<file path="config.mk">
export PLATFORM = sky130hd
export DESIGN_NAME = frame_uart_sender
export DESIGN_NICKNAME = d
export VERILOG_FILES = /design/src/rtl/frame_uart_sender_pkg.sv /design/src/rtl/frame_uart_sender_uart_tx_byte.sv /design/src/rtl/frame_uart_sender.sv
export SDC_FILE = /design/constraint.sdc
export NUM_CORES = 1
export LEC_CHECK = 0
export BUFFER_PORTS_ARGS = -buffer_cell sky130_fd_sc_hd__buf_2
export CAP_MARGIN = 25
export CELL_PAD_IN_SITES_DETAIL_PLACEMENT = 1
export CELL_PAD_IN_SITES_GLOBAL_PLACEMENT = 2
export CORE_MARGIN = 8
export CORE_UTILIZATION = 35
export CTS_CLUSTER_DIAMETER = 100
export DETAILED_ROUTE_END_ITERATION = 16
export GPL_ROUTABILITY_DRIVEN = 0
export PLACE_DENSITY_LB_ADDON = 0.1
export SYNTH_ARGS = -nofsm -noshare
export SYNTH_HDL_FRONTEND = slang
export SYNTH_HIERARCHICAL = 1
export SYNTH_SLANG_ARGS = --single-unit
export TNS_END_PERCENT = 1
</file>
<file path="constraint.sdc">
create_clock -name CLOCK_50 -period 2.5 [get_ports CLOCK_50]
set_input_delay 0.5 -clock CLOCK_50 [delete_from_list [all_inputs] [get_ports CLOCK_50]]
set_output_delay 0.5 -clock CLOCK_50 [all_outputs]
set_load 0.01 [all_outputs]
</file>
<file path="src/rtl/frame_uart_sender_pkg.sv">
// ---------------------------------------------------------------------------
// frame_uart_sender_pkg
// Shared project package for the framebuffer transmit, receive and write paths.
// Holds the framebuffer geometry widths, the sender FSM state encoding and
// the pixel-to-byte formatting helper.
// ---------------------------------------------------------------------------
package frame_uart_sender_pkg;

   localparam int ADDR_W = 15;  // framebuffer linear address width
   localparam int PIX_W  = 3;   // bits per pixel

   typedef enum logic [1:0] {
      IDLE  = 2'd0,
      READ  = 2'd1,
      LATCH = 2'd2,
      SEND  = 2'd3
   } sender_state_t;

   // The receive side extracts the pixel from bits [3:1] of each byte.
   function automatic logic [7:0] format_pixel(input logic [PIX_W-1:0] pix);
      return {4'b0000, pix, 1'b0};
   endfunction

endpackage

</file>
<file path="src/rtl/frame_uart_sender_uart_tx_byte.sv">
// ---------------------------------------------------------------------------
// uart_tx_byte
// Serialises one byte as 8N1: start bit (0), data bits 0..7 LSB first,
// stop bit (1), each held CLKS_PER_BIT clocks. The line idles high.
// Ports:
//   CLOCK_50  in   system clock
//   resetn    in   synchronous active-low reset (aborts any byte in flight)
//   tx_start  in   load tx_data and begin the start bit next cycle (ignored
//                  while a byte is in flight)
//   tx_data   in   byte to send
//   tx_line   out  registered serial line
//   tx_done   out  one-cycle pulse in the final clock of the stop bit
// ---------------------------------------------------------------------------
module uart_tx_byte #(
   parameter int CLKS_PER_BIT = 434
) (
   input  logic       CLOCK_50,
   input  logic       resetn,
   input  logic       tx_start,
   input  logic [7:0] tx_data,
   output logic       tx_line,
   output logic       tx_done
);

   localparam int                BAUD_W    = $clog2(CLKS_PER_BIT + 1);
   localparam logic [BAUD_W-1:0] BAUD_LAST = BAUD_W'(CLKS_PER_BIT - 1);
   localparam logic [3:0]        STOP_BIT  = 4'd9;

   logic              active;
   logic [3:0]        bit_cnt;   // bit currently on the line: 0 start, 1..8 data, 9 stop
   logic [BAUD_W-1:0] baud_cnt;
   logic [8:0]        shreg;     // remaining data bits followed by the stop bit
   logic              bit_end;

   assign bit_end = active && (baud_cnt == BAUD_LAST);
   assign tx_done = bit_end && (bit_cnt == STOP_BIT);

   // NOTE: sequential state is updated only with non-blocking assignments so
   // every register samples the pre-edge value of every other register.
   always_ff @(posedge CLOCK_50) begin
      // NOTE: reset is synchronous; only the control registers and the line
      // need a defined value, but the shifter is cleared too so a reset
      // leaves no stale data behind.
      if (!resetn) begin
         active   <= 1'b0;
         bit_cnt  <= '0;
         baud_cnt <= '0;
         shreg    <= '1;
         tx_line  <= 1'b1;
      end else if (!active) begin
         if (tx_start) begin
            active   <= 1'b1;
            tx_line  <= 1'b0;
            shreg    <= {1'b1, tx_data};
            bit_cnt  <= '0;
            baud_cnt <= '0;
         end
      end else if (bit_end) begin
         baud_cnt <= '0;
         if (bit_cnt == STOP_BIT) begin
            active  <= 1'b0;
            tx_line <= 1'b1;
         end else begin
            bit_cnt <= bit_cnt + 4'd1;
            tx_line <= shreg[0];
            shreg   <= {1'b1, shreg[8:1]};
         end
      end else begin
         baud_cnt <= baud_cnt + 1'b1;
      end
   end

endmodule

</file>
<file path="src/rtl/frame_uart_sender.sv">
// ---------------------------------------------------------------------------
// frame_uart_sender
// Streams one whole framebuffer out over UART, one byte per pixel in
// ascending linear address order, on a single-cycle start request.
// Ports:
//   CLOCK_50       in   system clock
//   resetn         in   synchronous active-low reset (aborts a frame)
//   start          in   frame request, honoured only while not busy
//   mem_addr_read  out  framebuffer read address (row*FRAME_W+col)
//   mem_data_read  in   pixel for mem_addr_read, one cycle later
//   UART_TXD       out  8N1 serial output, idle high
//   busy           out  frame in progress
//   done           out  one-cycle pulse as the last stop bit completes
// ---------------------------------------------------------------------------
module frame_uart_sender
   import frame_uart_sender_pkg::*;
#(
   parameter int CLKS_PER_BIT = 434,
   parameter int FRAME_W      = 160,
   parameter int FRAME_H      = 200
) (
   input  logic              CLOCK_50,
   input  logic              resetn,
   input  logic              start,
   output logic [ADDR_W-1:0] mem_addr_read,
   input  logic [PIX_W-1:0]  mem_data_read,
   output logic              UART_TXD,
   output logic              busy,
   output logic              done
);

   localparam logic [ADDR_W-1:0] LAST_PIX = ADDR_W'(FRAME_W * FRAME_H - 1);

   sender_state_t     state, state_next;
   logic [ADDR_W-1:0] pix_cnt;
   logic              tx_start;
   logic              tx_done;
   logic              last_pix;

   assign last_pix      = (pix_cnt == LAST_PIX);
   assign mem_addr_read = pix_cnt;
   assign busy          = (state != IDLE);

   always_ff @(posedge CLOCK_50) begin
      if (!resetn) state <= IDLE;
      else         state <= state_next;
   end

   // READ presents the address, LATCH sees the pixel and hands the byte to
   // the serialiser, so the start bit appears two cycles after acceptance and
   // the line rests high for two cycles between bytes.
   always_comb begin
      // NOTE: defaults first so no path leaves a combinational output
      // unassigned, which would otherwise infer a latch.
      state_next = state;
      tx_start   = 1'b0;
      unique case (state)
         IDLE:  if (start) state_next = READ;
         READ:  state_next = LATCH;
         LATCH: begin
            tx_start   = 1'b1;
            state_next = SEND;
         end
         SEND:  if (tx_done) state_next = last_pix ? IDLE : READ;
         default: state_next = IDLE;
      endcase
   end

   always_ff @(posedge CLOCK_50) begin
      if (!resetn) begin
         pix_cnt <= '0;
         done    <= 1'b0;
      end else begin
         done <= (state == SEND) && tx_done && last_pix;
         if ((state == IDLE) && start)
            pix_cnt <= '0;
         else if ((state == SEND) && tx_done)
            pix_cnt <= pix_cnt + 1'b1;
      end
   end

   uart_tx_byte #(
      .CLKS_PER_BIT (CLKS_PER_BIT)
   ) u_tx (
      .CLOCK_50 (CLOCK_50),
      .resetn   (resetn),
      .tx_start (tx_start),
      .tx_data  (format_pixel(mem_data_read)),
      .tx_line  (UART_TXD),
      .tx_done  (tx_done)
   );

endmodule

</file>
==> impl_metrics.csv, run 1 <==
group,metric,value,unit
routing,drtIter0Drc,48,
setup_path,path_delay_family,"simple AND/OR/NAND/NOR gates",
power_and_ir_drop,switching_power,583.1,µW
final_layout,post_route_cells_drive_above_1_share,0.1825,
clock_tree,cts_root_buf,"clkbuf_8",
synthesis,synth_seq_cells,41,
die,start_util,0.3574,
clock_tree,cts_made_buffers,5,
setup_path,cp.arrival,2.38,ns
global_routing,grt_pass1_vias,1775,
clock_tree,cts_sinks,41,
synthesis,synth.most_common_cell,"dfxtp_1",
place,io_buffers,23,
setup_path,cpMostUsedCell,"nor2_1",
routing,dr.pass1.iters,4,
die,die-area,0.008703,mm²
final_layout,n_fill_cell,707,
global_routing,top_usage_layer,"met2",
clock_tree,path_clk_slew,0.08,ns
setup_path,critPathKind,"register to register",
clock_tree,ctsResizeCount,0,
status,status,"finished clean",
global_routing,grt_max_degree,19,
timing,relSlewSlack,0.6167,
setup_path,cp_num_buf_inv,1,
timing,setup_violations,0,
power_and_ir_drop,p_leak,0.8918,nW
setup_path,critPathLaunchType,"register",
global_routing,met3_usage,0.03606,
run,cap_violations,0,
timing,fin_crit,2.211,ns
final_layout,diodes,0,
setup_path,worst_path_max_delay_cell,"dfxtp_1",
routing,drt-total-wl,5014,µm
synthesis,yosysTopAreaCell,"dfxtp_1",
power_and_ir_drop,seqPwrFrac,0.427,
clock_tree,htreeDepth,2,
routing,drc,0,
global_routing,grtUsageMet1,0.1495,
final_layout,finalNonFillerCells,338,
timing,max_freq,0.4523,GHz
synthesis,synth_edf_count,0,
global_routing,antenna_found_initial,0,
die,row_count,28,
synthesis,synth_top_area_frac,0.3926,
clock_tree,cts_tree,"built",
synthesis,seq_area_frac_synth,0.3926,
setup_path,crit_fanout,7,
setup_path,crit_path_end_kind,"register",
power_and_ir_drop,clockPowerShare,0.311,
final_layout,nNetsFinal,277,
routing,vias,1765,
clock_tree,hold_buffers,0,
power_and_ir_drop,ir_worst_vdd,0.2461,mV
place,place_area,0.002290,mm²
synthesis,synth-async-reset-ratio,0,
clock_tree,cts_setup_buffers,0,
timing,hold_viol,0,
global_routing,grt_usage,0.1258,
synthesis,synth_cells,231,
timing,rsz0062_at_grt,"no",
routing,ant_nets,0,
global_routing,use_met2,0.2103,
power_and_ir_drop,p_int,1.211,mW
die,core,0.005851,mm²
timing,finalSetupTns,0,ns
synthesis,synth_ff_type,"dfxtp_1",
setup_path,slowest_delay,0.44,ns
timing,finalMaxSlewViolations,0,
final_layout,final_core_utilization,0.4112,
die,io_pins,24,
timing,period_share,0.8843,
die,die_height,93.29,µm
synthesis,avgSynthCellArea,9.051,µm²
synthesis,yosys-top-cells-area,"dfxtp_1, ha_1, mux2i_1",
place,dp.cells,330,
routing,vias_per_cell,5.222,
synthesis,synth_common_cells,"dfxtp_1, nor2_1, nand2_1, nor3_1, inv_1",
routing,wire_per_inst,14.83,µm
clock_tree,cts_buffer_depth,2,
place,dp_hpwl,3623,µm
timing,tightest_slew,0.5749,ns
power_and_ir_drop,power.density,745.5,mW/mm²
setup_path,required,2.67,ns
setup_path,crit_chain,"ha_1 -> and4_1 -> nand3_1 -> nor2_1 -> buf_4 -> nand4_2 -> nor4_2 -> xnor2_1 -> nor2_1",
synthesis,ys_types,46,
timing,skew,0.008742,ns
die,die_x,93.29,µm
global_routing,overflow,0,
power_and_ir_drop,combPwrFrac,0.262,
hold_path,hold_class,"register to register",
synthesis,synth_warnings,6,
clock_tree,insertion_delay,0.29,ns
final_layout,post-route-cell-area,0.002406,mm²
synthesis,netlist_area,0.002091,mm²
power_and_ir_drop,switching_share,0.3251,
global_routing,grt_pass1_wl,8845,µm
final_layout,area_growth,15.08,%
==> flip-flops by register name (all words and copies together) (netlist names) <==
register / count
u_tx/tx_line: 1
u_tx/active: 1
u_tx/shreg: 8
done: 1
u_tx/bit_cnt: 4
mem_addr_read: 15
state: 2
u_tx/baud_cnt: 9
==> layout make-up <==
class,instances,area [µm²],share of cell area
well taps,75,93.84,0.03900
multi-input cells,174,1181,0.4909
clock inverters,1,30.03,0.01248
flip-flops and latches,41,820.8,0.3411
inverters,13,48.80,0.02028
clock buffers,7,86.33,0.03588
repair buffers,27,145.1,0.06032
==> cell families after synthesis <==
kind of cell / count (synthesis) / share of synthesized area
adder cells (fa/ha/maj): 9 / 0.05386
flip-flops: 41 / 0.3926
other: 1 / 0.001794
AND/OR/NAND/NOR: 99 / 0.2807
AO/OA/AOI/OAI: 38 / 0.1173
buffers and inverters: 20 / 0.04967
multiplexers: 11 / 0.05386
XOR/XNOR: 12 / 0.05027
==> path summary, 6_finish.rpt <==
kind | from | cells past startpoint | slack (ns) | end
max | u_tx/baud_cnt[0]$_SDFFE_PN0P_ | 9 | 0.29 | mem_addr_read[13]$_SDFFE_PP0N_
min | u_tx/baud_cnt[8]$_SDFFE_PN0P_ | 2 | 0.50 | u_tx/baud_cnt[8]$_SDFFE_PN0P_
max reg2reg | u_tx/baud_cnt[0]$_SDFFE_PN0P_ | 9 | 0.29 | mem_addr_read[13]$_SDFFE_PP0N_
min reg2reg | u_tx/baud_cnt[8]$_SDFFE_PN0P_ | 2 | 0.50 | u_tx/baud_cnt[8]$_SDFFE_PN0P_
==> power by group through the flow <==
| stage | registers (mW) | clock network (mW) | logic [mW] |
|---|---|---|---|
| final | 0.766 | 0.557 | 0.471 |
| after global routing | 0.779 | 0.604 | 0.539 |
| after CTS | 0.767 | 0.579 | 0.480 |
| after global placement | 0.781 | 0 | 0.477 |
| after detailed placement | 0.783 | 0 | 0.477 |
| after floorplan | 0.763 | 0 | 0.376 |
==> layer usage <==
layer,up-vias,wire length (µm)
met4,0,64
met2,24,2408
li1,897,-
met3,5,222
met5,-,0
met1,839,2318
==> tightest hold or removal path, delay by kind of cell (launching register included) <==
kind               cells  cell delay, ns
AOI/OAI and AO/OA      1            0.06
DFF                    1            0.34
and+or+nand+nor        1            0.06
==> placed cells by master (no fill, tap or decap), types with 2 or more instances in the layout <==
master,n
dfxtp_1,41
nor2_1,23
buf_2,23
nand2_1,18
nor3_1,14
inv_1,12
mux2i_1,9
nand3_1,9
ha_1,9
a31oi_1,9
o21ai_0,8
a21oi_1,8
nand4_1,8
xnor2_1,8
clkbuf_8,6
or3_1,5
conb_1,5
and4_1,4
xor2_1,4
nor4_2,4
buf_4,4
nand4_2,2
nor2b_1,2
nor4_1,2
mux2_2,2
nand3b_1,2
or2_2,2
a311oi_1,2
o21a_1,2
==> stage by stage <==
step	hold slack (ns)	total power [mW]	setup WS (ns)
6_report	0.5023	1.794	0.2893
5_1_grt	0.5302	1.922	0.02191
4_1_cts	0.5076	1.827	0.2472
3_5_place_dp	0.4975	1.260	0.2620
3_3_place_gp	0.4913	1.258	0.3361
2_1_floorplan	0.4594	1.139	0.3553
(Power assumes the default switching activity.)
==> run 2, diff against run 1 <==
CORE_UTILIZATION = 32   (was 35)
clock period = 1.9 ns   (was 2.5 ns; I/O delays follow)
==> run 2 against run 1 <==
Cell count is 6.8% higher. Count of clock-buffer cells in the layout did not move. Worst setup slack got worse by 0.27 ns. Maximum frequency is 18% higher. Non-clock buffer count rose by 21. Global-route usage shrank 1.4 points. Total power increased by 29%. Register-to-register slack got worse by 0.27 ns. Worst hold slack worse by 0.10 ns. Utilization is 0.39 points higher. Flip-flop and latch count unchanged. Sequential power is 29% higher.
==> impl_metrics.csv, run 2 (synthesis gave the netlist of run 1 again) <==
group,metric,value,unit
global_routing,grt_pass1_vias,1910,
timing,max_freq,0.5317,GHz
final_layout,nNetsFinal,298,
die,die_x,96.83,µm
timing,rsz0062_at_grt,"yes",
setup_path,required,2.06,ns
clock_tree,cts_buffer_depth,2,
die,die_height,96.83,µm
die,io_pins,24,
final_layout,post-route-cell-area,0.002636,mm²
run,cap_violations,0,
final_layout,final_common_cell,"dfxtp_1",
power_and_ir_drop,finalPower,2.323,mW
hold_path,whs_path_depth,3,
timing,finalMaxSlewViolations,0,
power_and_ir_drop,ir_worst_vdd,0.3036,mV
routing,dr.max_layer_used,"met4",
clock_tree,path_clk_slew,0.08,ns
setup_path,r2r_start,"u_tx/baud_cnt[1]$_SDFFE_PN0P_",
clock_tree,cts_root_buf,"clkbuf_8",
routing,vias,1826,
routing,drtIter0Drc,25,
setup_path,crit_path_end_kind,"register",
timing,setup_violations,0,
power_and_ir_drop,power.density,881.0,mW/mm²
clock_tree,cts_sinks,41,
routing,ant_nets,0,
clock_tree,cts_tree,"built",
final_layout,mostFrequentLayoutCells,"dfxtp_1, buf_4, buf_2, nor2_1, nand2_1",
place,dp_hpwl,3791,µm
final_layout,diodes,0,
global_routing,grt_max_degree,21,
routing,wl_met3,189,µm
timing,relSlewSlack,0.6264,
die,start_util,0.3293,
routing,drt-total-wl,5202,µm
hold_path,hp-start,"mem_data_read[1]",
timing,skew,0.007079,ns
timing,tightest_slew,0.5591,ns
timing,fin_crit,1.881,ns
hold_path,hold_class,"input pin to register",
final_layout,n_fill_cell,745,
die,core,0.006350,mm²
timing,hold_viol,0,
setup_path,rrSetupSlack,0.02,ns
status,status,"finished clean",
setup_path,critPathLaunchType,"register",
setup_path,ff2ff_path_depth,9,
timing,period_share,0.9899,
hold_path,hold_end,"u_tx/shreg[2]$_SDFFE_PN1P_",
clock_tree,htreeDepth,2,
routing,vias_per_cell,5.058,
setup_path,r2r_end,"mem_addr_read[11]$_SDFFE_PP0N_",
final_layout,final_core_utilization,0.4152,
global_routing,grt_usage,0.1116,
clock_tree,cts_made_buffers,5,
setup_path,critPathKind,"register to register",
place,place_area,0.002457,mm²
power_and_ir_drop,p_leak,1.073,nW
setup_path,crit_fanout,4,
global_routing,grt_pass1_wl,8873,µm
die,die-area,0.009376,mm²
die,row_count,29,
final_layout,post_route_cells_drive_above_1_share,0.2711,
place,io_buffers,23,
routing,wl_met2,2415,µm
setup_path,cp.arrival,2.04,ns
routing,wl_met1,2551,µm
clock_tree,insertion_delay,0.29,ns
routing,wire_per_inst,14.41,µm
global_routing,overflow,0,
routing,dr.pass1.iters,4,
final_layout,largest_reg_flops,15,
global_routing,antenna_found_initial,0,
routing,drc,0,
final_layout,area_growth,26.09,%
[run 2: layout make-up]
class | instances | area [µm²] | area share
Clock buffer | 7 | 96.34 | 0.03654
Tap cell | 77 | 96.34 | 0.03654
Sequential cell | 41 | 823.3 | 0.3123
Timing Repair Buffer | 48 | 306.5 | 0.1163
Clock inverter | 1 | 5.005 | 0.001898
Inverter | 13 | 48.80 | 0.01851
Multi-Input combinational cell | 174 | 1260 | 0.4779
[run 2: worst max path at each step]
stage,from,to,slack (ns),cells after the start
final,u_tx/baud_cnt[1]$_SDFFE_PN0P_,mem_addr_read[11]$_SDFFE_PP0N_,0.02,9
after global routing,u_tx/baud_cnt[1]$_SDFFE_PN0P_,mem_addr_read[11]$_SDFFE_PP0N_,-0.11,9
after CTS,u_tx/baud_cnt[1]$_SDFFE_PN0P_,mem_addr_read[11]$_SDFFE_PP0N_,0.01,9
after detailed placement,u_tx/baud_cnt[1]$_SDFFE_PN0P_,mem_addr_read[13]$_SDFFE_PP0N_,-0.004,9
after global placement,u_tx/baud_cnt[1]$_SDFFE_PN0P_,mem_addr_read[13]$_SDFFE_PP0N_,0.06,9
after floorplan,u_tx/baud_cnt[0]$_SDFFE_PN0P_,mem_addr_read[13]$_SDFFE_PP0N_,0.02,8
[run 2: repair_timing]
action	in CTS	in global routing
buffers inserted	0	1
endpoints found under the setup margin	1	13
hold endpoints to repair	0	0
gates resized for setup	0	14
pin swaps	1	14
hold buffers	0	0
[run 2: report_power, final]
part	switching, mW	internal (mW)	total (mW)	leakage (nW)
clock network	0.304	0.329	0.632	0.0542
logic	0.419	0.280	0.699	0.686
registers	0.0528	0.938	0.991	0.333
total	0.775	1.55	2.32	1.07
[run 2: layer usage]
layer	up-vias	global-route usage
li1	932	-
met1	864	0.1341
met2	26	0.1844
met3	4	0.02987
met4	0	0.04260
met5	-	0
[run 2: through the flow]
| step | TNS (ns) | hold WS, ns | setup WS, ns | cells |
|---|---|---|---|---|
| 5_1_grt | -0.1822 | 0.4031 | -0.1093 | 361 |
| 4_1_cts | 0 | 0.3970 | 0.01437 | 360 |
| 6_report | 0 | 0.3999 | 0.01910 | 361 |
| 3_5_place_dp | -0.003779 | 0.4950 | -0.003779 | 352 |
| 3_3_place_gp | 0 | 0.4883 | 0.06341 | 352 |
| 2_1_floorplan | 0 | 0.4639 | 0.01518 | 235 |
[run 2: worst max-delay path: stages, from the launching register on]
cell     delay [ns]
dfxtp_2        0.33
inv_2          0.06
ha_4           0.11
and4_4         0.26
nand3_4        0.09
nor2_4         0.21
nand4_4        0.18
nor4_4         0.32
xnor2_1        0.15
nor2_1         0.05
